===== src/rtl/rice_bitstream_packer_pkg.sv =====
// Shared constants, state encoding and small helpers for the Rice bitstream packer.
package rice_bitstream_packer_pkg;

  localparam int encodedpixel_width  = 32;
  localparam int encodedlength_width = 6;
  localparam int ACC_W               = 2 * encodedpixel_width;
  localparam int bytecount_width     = 32;
  // Fill counter must hold 0..ACC_W inclusive.
  localparam int FILL_W              = $clog2(ACC_W + 1);

  localparam logic [7:0] STUFF_MARKER = 8'hFF;

  typedef enum logic [1:0] {
    PK_RUN   = 2'd0,
    PK_FLUSH = 2'd1,
    PK_PAD   = 2'd2,
    PK_DONE  = 2'd3
  } pk_state_t;

  // Payload bits carried by the next byte: a byte after 0xFF gives its MSB to the stuffed 0.
  function automatic logic [3:0] byte_need(input logic last_ff);
    return last_ff ? 4'd7 : 4'd8;
  endfunction

endpackage


===== src/rtl/rice_bitstream_packer_if.sv =====
// Codeword input and byte output handshake bundle of the Rice bitstream packer.
//
// Handshakes: a codeword moves when in_valid && in_ready at a rising clk edge;
// a byte moves when byte_valid && byte_ready at a rising clk edge. While
// byte_valid is high and byte_ready low, byte_out is held unchanged.
interface rice_bitstream_packer_if;
  import rice_bitstream_packer_pkg::*;

  logic                           in_valid;
  logic                           in_ready;
  logic [encodedpixel_width-1:0]  encoded_pixel;
  logic [encodedlength_width-1:0] encoded_length;
  logic                           flush;
  logic [7:0]                     byte_out;
  logic                           byte_valid;
  logic                           byte_ready;
  logic                           flush_done;
  logic [bytecount_width-1:0]     byte_count;

  modport master (
    output in_valid, encoded_pixel, encoded_length, flush, byte_ready,
    input  in_ready, byte_out, byte_valid, flush_done, byte_count
  );

  modport slave (
    input  in_valid, encoded_pixel, encoded_length, flush, byte_ready,
    output in_ready, byte_out, byte_valid, flush_done, byte_count
  );

endinterface


===== src/rtl/rice_bit_accumulator.sv =====
// MSB-aligned bit accumulator: bits occupy acc[ACC_W-1 -: fill].
// Each cycle, remove_len bits leave from the top, then append_len new bits
// are placed directly below whatever remains. Bits below fill are always zero,
// so a partially filled top byte reads as zero-padded.
module rice_bit_accumulator
  import rice_bitstream_packer_pkg::*;
(
  input  logic                           clk,
  input  logic                           reset,
  input  logic                           append_en,
  input  logic [encodedpixel_width-1:0]  append_bits,
  input  logic [encodedlength_width-1:0] append_len,
  input  logic [3:0]                     remove_len,
  output logic [ACC_W-1:0]               acc,
  output logic [FILL_W-1:0]              fill,
  output logic [ACC_W-1:0]               acc_next,
  output logic [FILL_W-1:0]              fill_next
);

  logic [FILL_W-1:0]              fill_after;
  logic [encodedlength_width-1:0] len_eff;
  logic [ACC_W-1:0]               one_w;
  logic [ACC_W-1:0]               mask;
  logic [ACC_W-1:0]               bits_w;
  logic [7:0]                     shift;

  // Remove consumed bits from the top, then merge the masked codeword below the survivors.
  always_comb begin
    one_w      = {{(ACC_W-1){1'b0}}, 1'b1};
    fill_after = fill - FILL_W'(remove_len);
    len_eff    = append_en ? append_len : '0;
    mask       = (one_w << len_eff) - one_w;
    bits_w     = {{(ACC_W-encodedpixel_width){1'b0}}, append_bits} & mask;
    shift      = 8'(ACC_W) - {1'b0, fill_after} - {2'b00, len_eff};
    acc_next   = (acc << remove_len) | (append_en ? (bits_w << shift) : '0);
    fill_next  = fill_after + FILL_W'(len_eff);
  end

  // Accumulator and fill register; reset drops every buffered bit.
  always_ff @(posedge clk) begin
    if (!reset) begin
      acc  <= '0;
      fill <= '0;
    end else begin
      acc  <= acc_next;
      fill <= fill_next;
    end
  end

endmodule


===== src/rtl/rice_bitstream_packer.sv =====
// Packs right-justified Rice codewords MSB-first into a JPEG-LS byte stream
// with 0xFF bit stuffing, zero padding on flush and registered byte output.
module rice_bitstream_packer
  import rice_bitstream_packer_pkg::*;
(
  input  logic                     clk,
  input  logic                     reset,
  rice_bitstream_packer_if.slave   pk,
  output pk_state_t                dbg_state,
  output logic [FILL_W-1:0]        dbg_fill
);

  pk_state_t                  state;
  pk_state_t                  state_next;
  logic                       last_ff;
  logic                       last_ff_next;
  logic [ACC_W-1:0]           acc;
  logic [ACC_W-1:0]           acc_next;
  logic [FILL_W-1:0]          fill;
  logic [FILL_W-1:0]          fill_next;
  logic [3:0]                 take;
  logic [3:0]                 take_next;
  logic [3:0]                 remove_len;
  logic [3:0]                 need_next;
  logic                       byte_valid_r;
  logic                       valid_next;
  logic [7:0]                 byte_out_r;
  logic [7:0]                 out_next;
  logic [7:0]                 top_byte;
  logic [bytecount_width-1:0] count;
  logic                       ready_int;
  logic                       accept;
  logic                       xfer;

  // Room for one worst-case codeword; closed outside RUN and while reset is asserted.
  assign ready_int  = reset && (state == PK_RUN) &&
                      (fill <= FILL_W'(ACC_W - encodedpixel_width));
  assign accept     = pk.in_valid && ready_int;
  assign xfer       = byte_valid_r && pk.byte_ready;
  // `take` is the number of accumulator bits the presented byte stands for (0 for the PAD byte).
  assign remove_len = xfer ? take : 4'd0;

  rice_bit_accumulator u_acc (
    .clk         (clk),
    .reset       (reset),
    .append_en   (accept),
    .append_bits (pk.encoded_pixel),
    .append_len  (pk.encoded_length),
    .remove_len  (remove_len),
    .acc         (acc),
    .fill        (fill),
    .acc_next    (acc_next),
    .fill_next   (fill_next)
  );

  // Next-state logic and stuffing flag tracking.
  always_comb begin
    state_next   = state;
    last_ff_next = last_ff;
    if (xfer) last_ff_next = (byte_out_r == STUFF_MARKER);
    unique case (state)
      PK_RUN: begin
        if (pk.flush) begin
          // Nothing buffered, nothing pending and nothing arriving: finish immediately.
          if ((fill == '0) && !byte_valid_r && !(accept && (pk.encoded_length != '0)))
            state_next = last_ff ? PK_PAD : PK_DONE;
          else
            state_next = PK_FLUSH;
        end
      end
      PK_FLUSH: begin
        if ((fill == '0) && !byte_valid_r)
          state_next = last_ff ? PK_PAD : PK_DONE;
      end
      PK_PAD: begin
        if (xfer) state_next = PK_DONE;
      end
      PK_DONE: begin
        state_next   = PK_RUN;
        last_ff_next = 1'b0;
      end
      default: state_next = PK_RUN;
    endcase
  end

  // Choose the byte to present next cycle: hold while stalled, else full, padded or PAD byte.
  always_comb begin
    need_next  = byte_need(last_ff_next);
    top_byte   = last_ff_next ? {1'b0, acc_next[ACC_W-1 -: 7]} : acc_next[ACC_W-1 -: 8];
    valid_next = byte_valid_r;
    out_next   = byte_out_r;
    take_next  = take;
    if (!byte_valid_r || pk.byte_ready) begin
      valid_next = 1'b0;
      if (state_next == PK_PAD) begin
        valid_next = 1'b1;
        out_next   = 8'h00;
        take_next  = 4'd0;
      end else if (state_next != PK_DONE) begin
        if (fill_next >= FILL_W'(need_next)) begin
          valid_next = 1'b1;
          out_next   = top_byte;
          take_next  = need_next;
        end else if ((state_next == PK_FLUSH) && (fill_next != '0)) begin
          valid_next = 1'b1;
          out_next   = top_byte;
          take_next  = fill_next[3:0];
        end
      end
    end
  end

  // State, stuffing flag, output byte register and byte counter.
  always_ff @(posedge clk) begin
    if (!reset) begin
      state        <= PK_RUN;
      last_ff      <= 1'b0;
      byte_valid_r <= 1'b0;
      byte_out_r   <= 8'h00;
      take         <= 4'd0;
      count        <= '0;
    end else begin
      state        <= state_next;
      last_ff      <= last_ff_next;
      byte_valid_r <= valid_next;
      byte_out_r   <= out_next;
      take         <= take_next;
      if (xfer) count <= count + 1'b1;
    end
  end

  // Codewords longer than the pixel field are illegal.
  always_ff @(posedge clk) begin
    if (reset && accept) begin
      assert (pk.encoded_length <= encodedlength_width'(encodedpixel_width));
    end
  end

  assign pk.in_ready   = ready_int;
  assign pk.byte_out   = byte_out_r;
  assign pk.byte_valid = byte_valid_r;
  assign pk.flush_done = (state == PK_DONE);
  assign pk.byte_count = count;
  assign dbg_state     = state;
  assign dbg_fill      = fill;

endmodule

===== src/flat_wrapper.sv =====
// flat-port wrapper written by rule: the top's interface ports become plain ports
module rice_bitstream_packer_flat import rice_bitstream_packer_pkg::*;
  (clk, reset, dbg_state, dbg_fill, pk_in_valid, pk_encoded_pixel, pk_encoded_length, pk_flush, pk_byte_ready, pk_in_ready, pk_byte_out, pk_byte_valid, pk_flush_done, pk_byte_count);
  rice_bitstream_packer_if pk_i ();
  input  logic clk;
  input  logic reset;
  output pk_state_t dbg_state;
  output logic [FILL_W-1:0] dbg_fill;
  input wire logic [$bits(pk_i.in_valid)-1:0] pk_in_valid;
  input wire logic [$bits(pk_i.encoded_pixel)-1:0] pk_encoded_pixel;
  input wire logic [$bits(pk_i.encoded_length)-1:0] pk_encoded_length;
  input wire logic [$bits(pk_i.flush)-1:0] pk_flush;
  input wire logic [$bits(pk_i.byte_ready)-1:0] pk_byte_ready;
  output wire logic [$bits(pk_i.in_ready)-1:0] pk_in_ready;
  output wire logic [$bits(pk_i.byte_out)-1:0] pk_byte_out;
  output wire logic [$bits(pk_i.byte_valid)-1:0] pk_byte_valid;
  output wire logic [$bits(pk_i.flush_done)-1:0] pk_flush_done;
  output wire logic [$bits(pk_i.byte_count)-1:0] pk_byte_count;
  assign pk_i.in_valid = pk_in_valid;
  assign pk_i.encoded_pixel = pk_encoded_pixel;
  assign pk_i.encoded_length = pk_encoded_length;
  assign pk_i.flush = pk_flush;
  assign pk_i.byte_ready = pk_byte_ready;
  assign pk_in_ready = pk_i.in_ready;
  assign pk_byte_out = pk_i.byte_out;
  assign pk_byte_valid = pk_i.byte_valid;
  assign pk_flush_done = pk_i.flush_done;
  assign pk_byte_count = pk_i.byte_count;
  rice_bitstream_packer u_core (.clk(clk), .reset(reset), .pk(pk_i), .dbg_state(dbg_state), .dbg_fill(dbg_fill));
endmodule

===== config.mk =====
export PLATFORM = sky130hd
export DESIGN_NAME = rice_bitstream_packer_flat
export DESIGN_NICKNAME = d
export VERILOG_FILES = /design/src/rtl/rice_bitstream_packer_pkg.sv /design/src/rtl/rice_bitstream_packer_if.sv /design/src/rtl/rice_bit_accumulator.sv /design/src/rtl/rice_bitstream_packer.sv /design/src/flat_wrapper.sv
export SDC_FILE = /design/constraint.sdc
export NUM_CORES = 1
export LEC_CHECK = 0
export CAP_MARGIN = 20
export CORE_ASPECT_RATIO = 1.25
export CORE_MARGIN = 10
export CORE_UTILIZATION = 30
export DETAILED_ROUTE_END_ITERATION = 10
export PLACE_DENSITY = 0.49
export SLEW_MARGIN = 25
export SYNTH_ARGS = -nofsm -noshare
export SYNTH_HDL_FRONTEND = slang
export SYNTH_SLANG_ARGS = --single-unit

===== constraint.sdc =====
create_clock -name clk -period 8.5 [get_ports clk]
set_input_delay 0.85 -clock clk [delete_from_list [all_inputs] [get_ports clk]]
set_output_delay 0.85 -clock clk [all_outputs]
set_load 0.02 [all_outputs]

==> results of run 1 <==
## metrics by stage
stage	instances	setup slack [ns]	hold WS, ns	util [%]
detailed placement	2215	1.013	0.4548	33.64
global placement	2215	1.135	0.4505	33.64
global route	2247	0.8208	0.4838	35.16
finish	2247	1.335	0.4604	35.16
CTS	2247	1.462	0.4630	35.16
floorplan	1657	1.734	0.4321	-
## state kept, by name, summed over array words and instances, names as in the netlist
name                  cells
u_core.u_acc.acc         64
u_core.pk.byte_count     32
u_core.pk.byte_out        8
u_core.u_acc.fill         7
u_core.take               4
u_core.dbg_state          2
u_core.last_ff            1
u_core.pk.byte_valid      1
## worst max-delay path, cell delays in order
cell	delay [ns]
clkdlybuf4s50_1	0.59
and2_1	0.50
nand2_1	0.16
inv_2	0.09
ha_1	0.14
inv_1	0.06
fa_1	0.39
a21o_1	0.18
a21oi_1	0.17
xor2_1	0.21
inv_1	0.07
ha_1	0.33
ha_1	0.38
o21ai_0	0.10
o21ai_1	0.44
o21ai_1	0.14
buf_4	0.23
nor2_1	0.54
o21ai_0	0.20
a21oi_1	0.29
a211oi_1	0.11
o31ai_1	0.74
nand2_1	0.11
a21oi_1	0.29
o41a_1	0.21
## layout by cell type, fill, tap and decap left out, types with 17 or more instances in the layout
master and count:
a211oi_1 24, a21oi_1 93, a31oi_1 18, and2_1 22, and3_1 21, buf_4 31
clkbuf_16 17, clkdlybuf4s50_1 94, dfxtp_1 119, ha_1 28, inv_1 29, mux2i_1 194
nand2_1 172, nand3_1 65, nand4_1 30, nor2_1 192, nor3_1 44, nor4_1 22
o211ai_1 24, o21ai_0 66, xor2_1 31
## layer usage
metal | routed length (um) | vias to the layer above | part of all wire (%)
met2 | 27350 | 555 | 48
li1 | - | 6276 | -
met4 | 3189 | 0 | 5.6
met3 | 2858 | 147 | 5.1
met1 | 23130 | 6490 | 41
met5 | 0 | - | 0
## cell type report
class	instances	share of cell area, %
multi-input cells	1385	65.35
flip-flops and latches	119	16.52
repair buffers	125	8.138
well taps	552	4.789
clock buffers	19	3.141
clock inverters	13	1.180
inverters	34	0.8850
## worst max-delay path by stage
stage	startpoint	end	slack (ns)	cells after the start
after global routing	pk_byte_ready	u_core.u_acc.acc[40]	0.82	25
after CTS	pk_byte_ready	u_core.pk.byte_out[0]	1.46	25
final	pk_byte_ready	u_core.u_acc.acc[40]	1.33	25
after detailed placement	pk_byte_ready	u_core.pk.byte_out[0]	1.01	25
after global placement	pk_byte_ready	u_core.pk.byte_out[0]	1.13	25
after floorplan	pk_byte_ready	u_core.pk.byte_out[5]	1.73	22
## kinds of logic after synthesis
family,after synthesis
and+or+nand+nor,664
AOI/OAI and AO/OA,439
muxes,209
buffers and inverters,153
DFF,119
xor gates and xnor gates,43
adders and majority gates,30
==> results.json, run 1 <==
{
  "dr_total_vias": 13470,
  "holdCritPathClass": "reg2reg",
  "ys.flop_type": "dfxtp_1",
  "yosys.area.top_type": "dfxtp_1",
  "die_h_um": 247.3,
  "hold_end": "u_core.take[0]",
  "fp.dieW_um": 201.8,
  "grt_pass1_vias": 13210,
  "cts_root_buf": "clkbuf_16",
  "dp_hpwl_um": 44170,
  "via_per_inst": 5.994,
  "worstSetupStartpointType": "input pin",
  "final_nets": 1755,
  "synthSimpleGateAreaFrac_pct": 26.35,
  "netlist-cell-type-count": 101,
  "met2_usage_pct": 37.20,
  "synth_top_area_share_pct": 19.21,
  "antenna_found_initial": 0,
  "grt_setup_unrepaired": "false",
  "area_growth_pct": 16.31,
  "ctsResizeCount": 0,
  "slew_headroom_pct": 27.30,
  "period_needed_ns": 7.166,
  "fillers": 4398,
  "postCtsSetupBuffers": 0,
  "fin_crit_sh_pct": 84.30,
  "drc": 0,
  "clk_pin_slew_ns": 0.06,
  "design_area_mm2": 0.01442,
  "design.die.area_mm2": 0.04991,
  "totalNegativeSetupSlack_ns": 0,
  "cp_data_arrival_time_ns": 7.53,
  "syn-instance-count": 1657,
  "multi_input_area_mm2": 0.009424,
  "status": "completed",
  "end_kind": "register",
  "tightestPinTransition_ns": 1.083,
  "rrSetupSlack_ns": 1.82,
  "synth_fa_ha_area_share_pct": 3.148,
  "mappedNetlistArea_mm2": 0.01240,
  "htree_levels": 4,
  "grtUsageTotal_pct": 21.80,
  "synth_xor_xnor_area_share_pct": 3.037,
  "synthTopCellsByCount": "mux2i_1 (194), nor2_1 (192), nand2_1 (173), dfxtp_1 (119), a21oi_1 (93)",
  "ctsHoldBuffers": 0,
  "finalHoldViolCount": 0,
  "syn-mean-instance-area_um2": 7.483,
  "synth-seq-cells": 119,
  "regArea_mm2": 0.002382,
  "synth_area_leaders": "dfxtp_1 (19%), mux2i_1 (16%), nor2_1 (5.8%), nand2_1 (5.2%), a21oi_1 (3.8%)",
  "max-cap-violations": 0,
  "dr.pass1.iters": 7,
  "clock_latency_ns": 0.44,
  "initial_utilization_pct": 30.23,
  "use_met3_pct": 2.828,
  "diodes": 0,
  "synth-compound-area-share_pct": 25.67,
  "clock-sinks": 119,
  "crit_required_ns": 8.87,
  "grt_max_degree": 73,
  "yosysWarnings": 0,
  "cts_buffers": 17,
  "skew_ns": 0.01413,
  "crit_fanout": 15,
  "wl_per_cell_um": 25.16,
  "holdPathStages": 2,
  "grt_overflow": 0,
  "ant_nets": 0,
  "synth_most_common_cell": "mux2i_1",
  "synth.area.mux_share_pct": 17.30,
  "ys_seq_area_share_pct": 19.21,
  "synth_edf_count": 0,
  "gp_congestion": 0.9959,
  "cts_tree": "done",
  "r2r_cells": 24,
  "busiest_layer": "met2",
  "met1_usage_pct": 25.77,
  "drt_iter0_drc": 1218,
  "max_freq_mhz": 139.6,
  "synth_top_family_by_area": "simple AND/OR/NAND/NOR gates",
  "hp-start": "u_core.take[0]",
  "r2r-end": "u_core.u_acc.acc[40]",
  "async_flop_share_pct": 0,
  "num_rows": 83,
  "placeableCoreArea_mm2": 0.04102,
  "drt_wl_total_um": 56520,
  "path_class": "in2reg",
  "clk_path_buf_depth": 2,
  "slew_viol_final": 0,
  "r2r_start": "u_core.pk.byte_valid",
  "port_buffers": 94,
  "setup_viol": 0,
  "layout-drive-gt1-share_pct": 8.260,
  "placed_area_mm2": 0.01380,
  "grt_pass1_wl_um": 84440,
  "num_io_pins": 95,
  "syn_nets": 1730
}
Power of run 1 is left out: the tool's default activity adds up to more than one toggle a clock period on the data nets, which glitch-free logic cannot reach.
==> run 2: changes to the inputs <==
Clock period 8.5 ns to 7 ns, I/O delays scaled along.
==> run 2 against run 1 <==
  * Die area unchanged
  * Non-clock buffer count is 23 higher
  * Setup slack lost 0.62 ns
  * Cell count increased by 1.1%
  * Final area grew 1.1%
  * Hold slack improved by 0.0072 ns
  * Clock skew is essentially flat
  * Clock-buffer cell count rose by 2
  * Global-route usage rose by 0.43 points
  * Critical path depth down 3
==> results.json, run 2 (synthesis gave the netlist of run 1 again) <==
{
  "grt_setup_unrepaired": "false",
  "crit_fanout": 8,
  "path_class": "in2reg",
  "via_per_inst": 5.970,
  "multi_input_area_mm2": 0.009424,
  "hold_end": "u_core.take[0]",
  "fillers": 4354,
  "worstSetupStartpointType": "input pin",
  "postCtsSetupBuffers": 0,
  "largest_register": "u_core.u_acc.acc",
  "r2r_start": "u_core.pk.byte_valid",
  "design.die.area_mm2": 0.04991,
  "layout_common_cells": "mux2i_1 (194), nor2_1 (192), nand2_1 (172)",
  "htree_levels": 4,
  "clk_path_buf_depth": 2,
  "ctsResizeCount": 0,
  "crit_slowest_cell": "o311ai_0",
  "hp-start": "u_core.take[0]",
  "cts_buffers": 17,
  "grt_pass1_vias": 13520,
  "finalHoldWorstSlack_ns": 0.4676,
  "num_io_pins": 95,
  "antenna_found_initial": 1,
  "status": "completed",
  "slew_headroom_pct": 30.33,
  "mostFrequentLayoutCell": "mux2i_1",
  "max-cap-violations": 0,
  "path_buf_inv": 4,
  "grt_overflow": 0,
  "port_buffers": 94,
  "wl_per_cell_um": 25.25,
  "largest_reg_flops": 64,
  "slowest_delay_ns": 0.62,
  "r2r-end": "u_core.pk.byte_out[0]",
  "grtUsageTotal_pct": 22.24,
  "fin_crit_sh_pct": 89.73,
  "rrSetupSlack_ns": 1.05,
  "crit_family": "compound AO/OA/AOI/OAI gates",
  "clock-sinks": 119,
  "initial_utilization_pct": 30.23,
  "slew_viol_final": 0,
  "holdPathStages": 2,
  "dr_total_vias": 13560,
  "totalNegativeSetupSlack_ns": 0,
  "dr.pass1.iters": 6,
  "ant_nets": 0,
  "drt_iter0_drc": 1081,
  "die_h_um": 247.3,
  "skew_ns": 0.01436,
  "max_freq_mhz": 159.2,
  "area_growth_pct": 17.63,
  "grt_max_degree": 69,
  "drc": 0,
  "r2r_cells": 21,
  "crit_required_ns": 7.33,
  "cp_cell_sequence": "clkdlybuf4s50_1 > and2_1 > nand2_1 > inv_2 > ha_1 > inv_1 > fa_1 > xor2_1 > inv_1 > ha_1 > fa_1 > a211oi_1 > o21ai_1 > o21ai_1 > nor2_1 > nand3_1 > nand2_1 > o311ai_0 > o31ai_1 > nor4_1 > a211oi_1 > a221o_1",
  "period_needed_ns": 6.281,
  "gp_congestion": 0.9868,
  "setup_viol": 0,
  "end_kind": "register",
  "cp_data_arrival_time_ns": 6.61,
  "grt_pass1_wl_um": 86440,
  "finalHoldViolCount": 0,
  "final_nets": 1778,
  "ctsHoldBuffers": 0,
  "regArea_mm2": 0.002382,
  "drt_wl_total_um": 57340,
  "layout-drive-gt1-share_pct": 9.313,
  "dp_hpwl_um": 45300,
  "tightestPinTransition_ns": 1.038,
  "num_rows": 83,
  "placeableCoreArea_mm2": 0.04102,
  "clock_latency_ns": 0.45,
  "holdCritPathClass": "reg2reg",
  "cts_tree": "done",
  "clk_pin_slew_ns": 0.06,
  "cts_root_buf": "clkbuf_16",
  "fp.dieW_um": 201.8
}
==> run 2: area by class of cell <==
class                           instances  share of cell area (%)
Inverter                               34                  0.8750
Sequential cell                       119                   16.33
Multi-Input combinational cell       1385                   64.61
Clock inverter                         11                   1.021
Clock buffer                           21                   3.088
Antenna cell                            1                 0.01716
Tap cell                              552                   4.735
Timing Repair Buffer                  148                   9.316
==> run 2: worst min-delay path: stages, from the launching register on <==
cell and delay [ns]:
dfxtp_1 0.31, nand2_1 0.06, a21oi_1 0.05
==> run 2: worst max path at each step <==
stage / start / to / cells after the start
floorplan: pk_byte_ready / u_core.pk.byte_out[5] / 22
CTS: pk_byte_ready / u_core.pk.byte_out[0] / 22
global placement: pk_byte_ready / u_core.pk.byte_out[0] / 22
detailed placement: pk_byte_ready / u_core.pk.byte_out[0] / 22
global route: pk_byte_ready / u_core.pk.byte_out[0] / 22
finish: pk_byte_ready / u_core.pk.byte_out[0] / 22
==> run 2: stage by stage <==
stage	instances	utilization, %	instance area (um^2)	setup WS (ns)
after floorplan	1657	-	12400	0.3839
after global placement	2238	34.09	13980	0.4196
after detailed placement	2238	34.09	13980	0.3375
after CTS	2270	35.55	14580	0.7686
after global routing	2270	35.55	14580	0.3800
final	2271	35.56	14590	0.7190
==> run 2: routing by layer <==
metal / share of wire, % / track usage (%) / up-vias / routed length, um
met5: 0 / 0 / - / 0
met3: 5.4 / 2.776 / 139 / 3117
li1: - / - / 6324 / -
met4: 4.6 / 10.94 / 0 / 2632
met1: 40 / 26.22 / 6517 / 23080
met2: 50 / 39.11 / 577 / 28510
Power of run 2 is left out for the same reason.
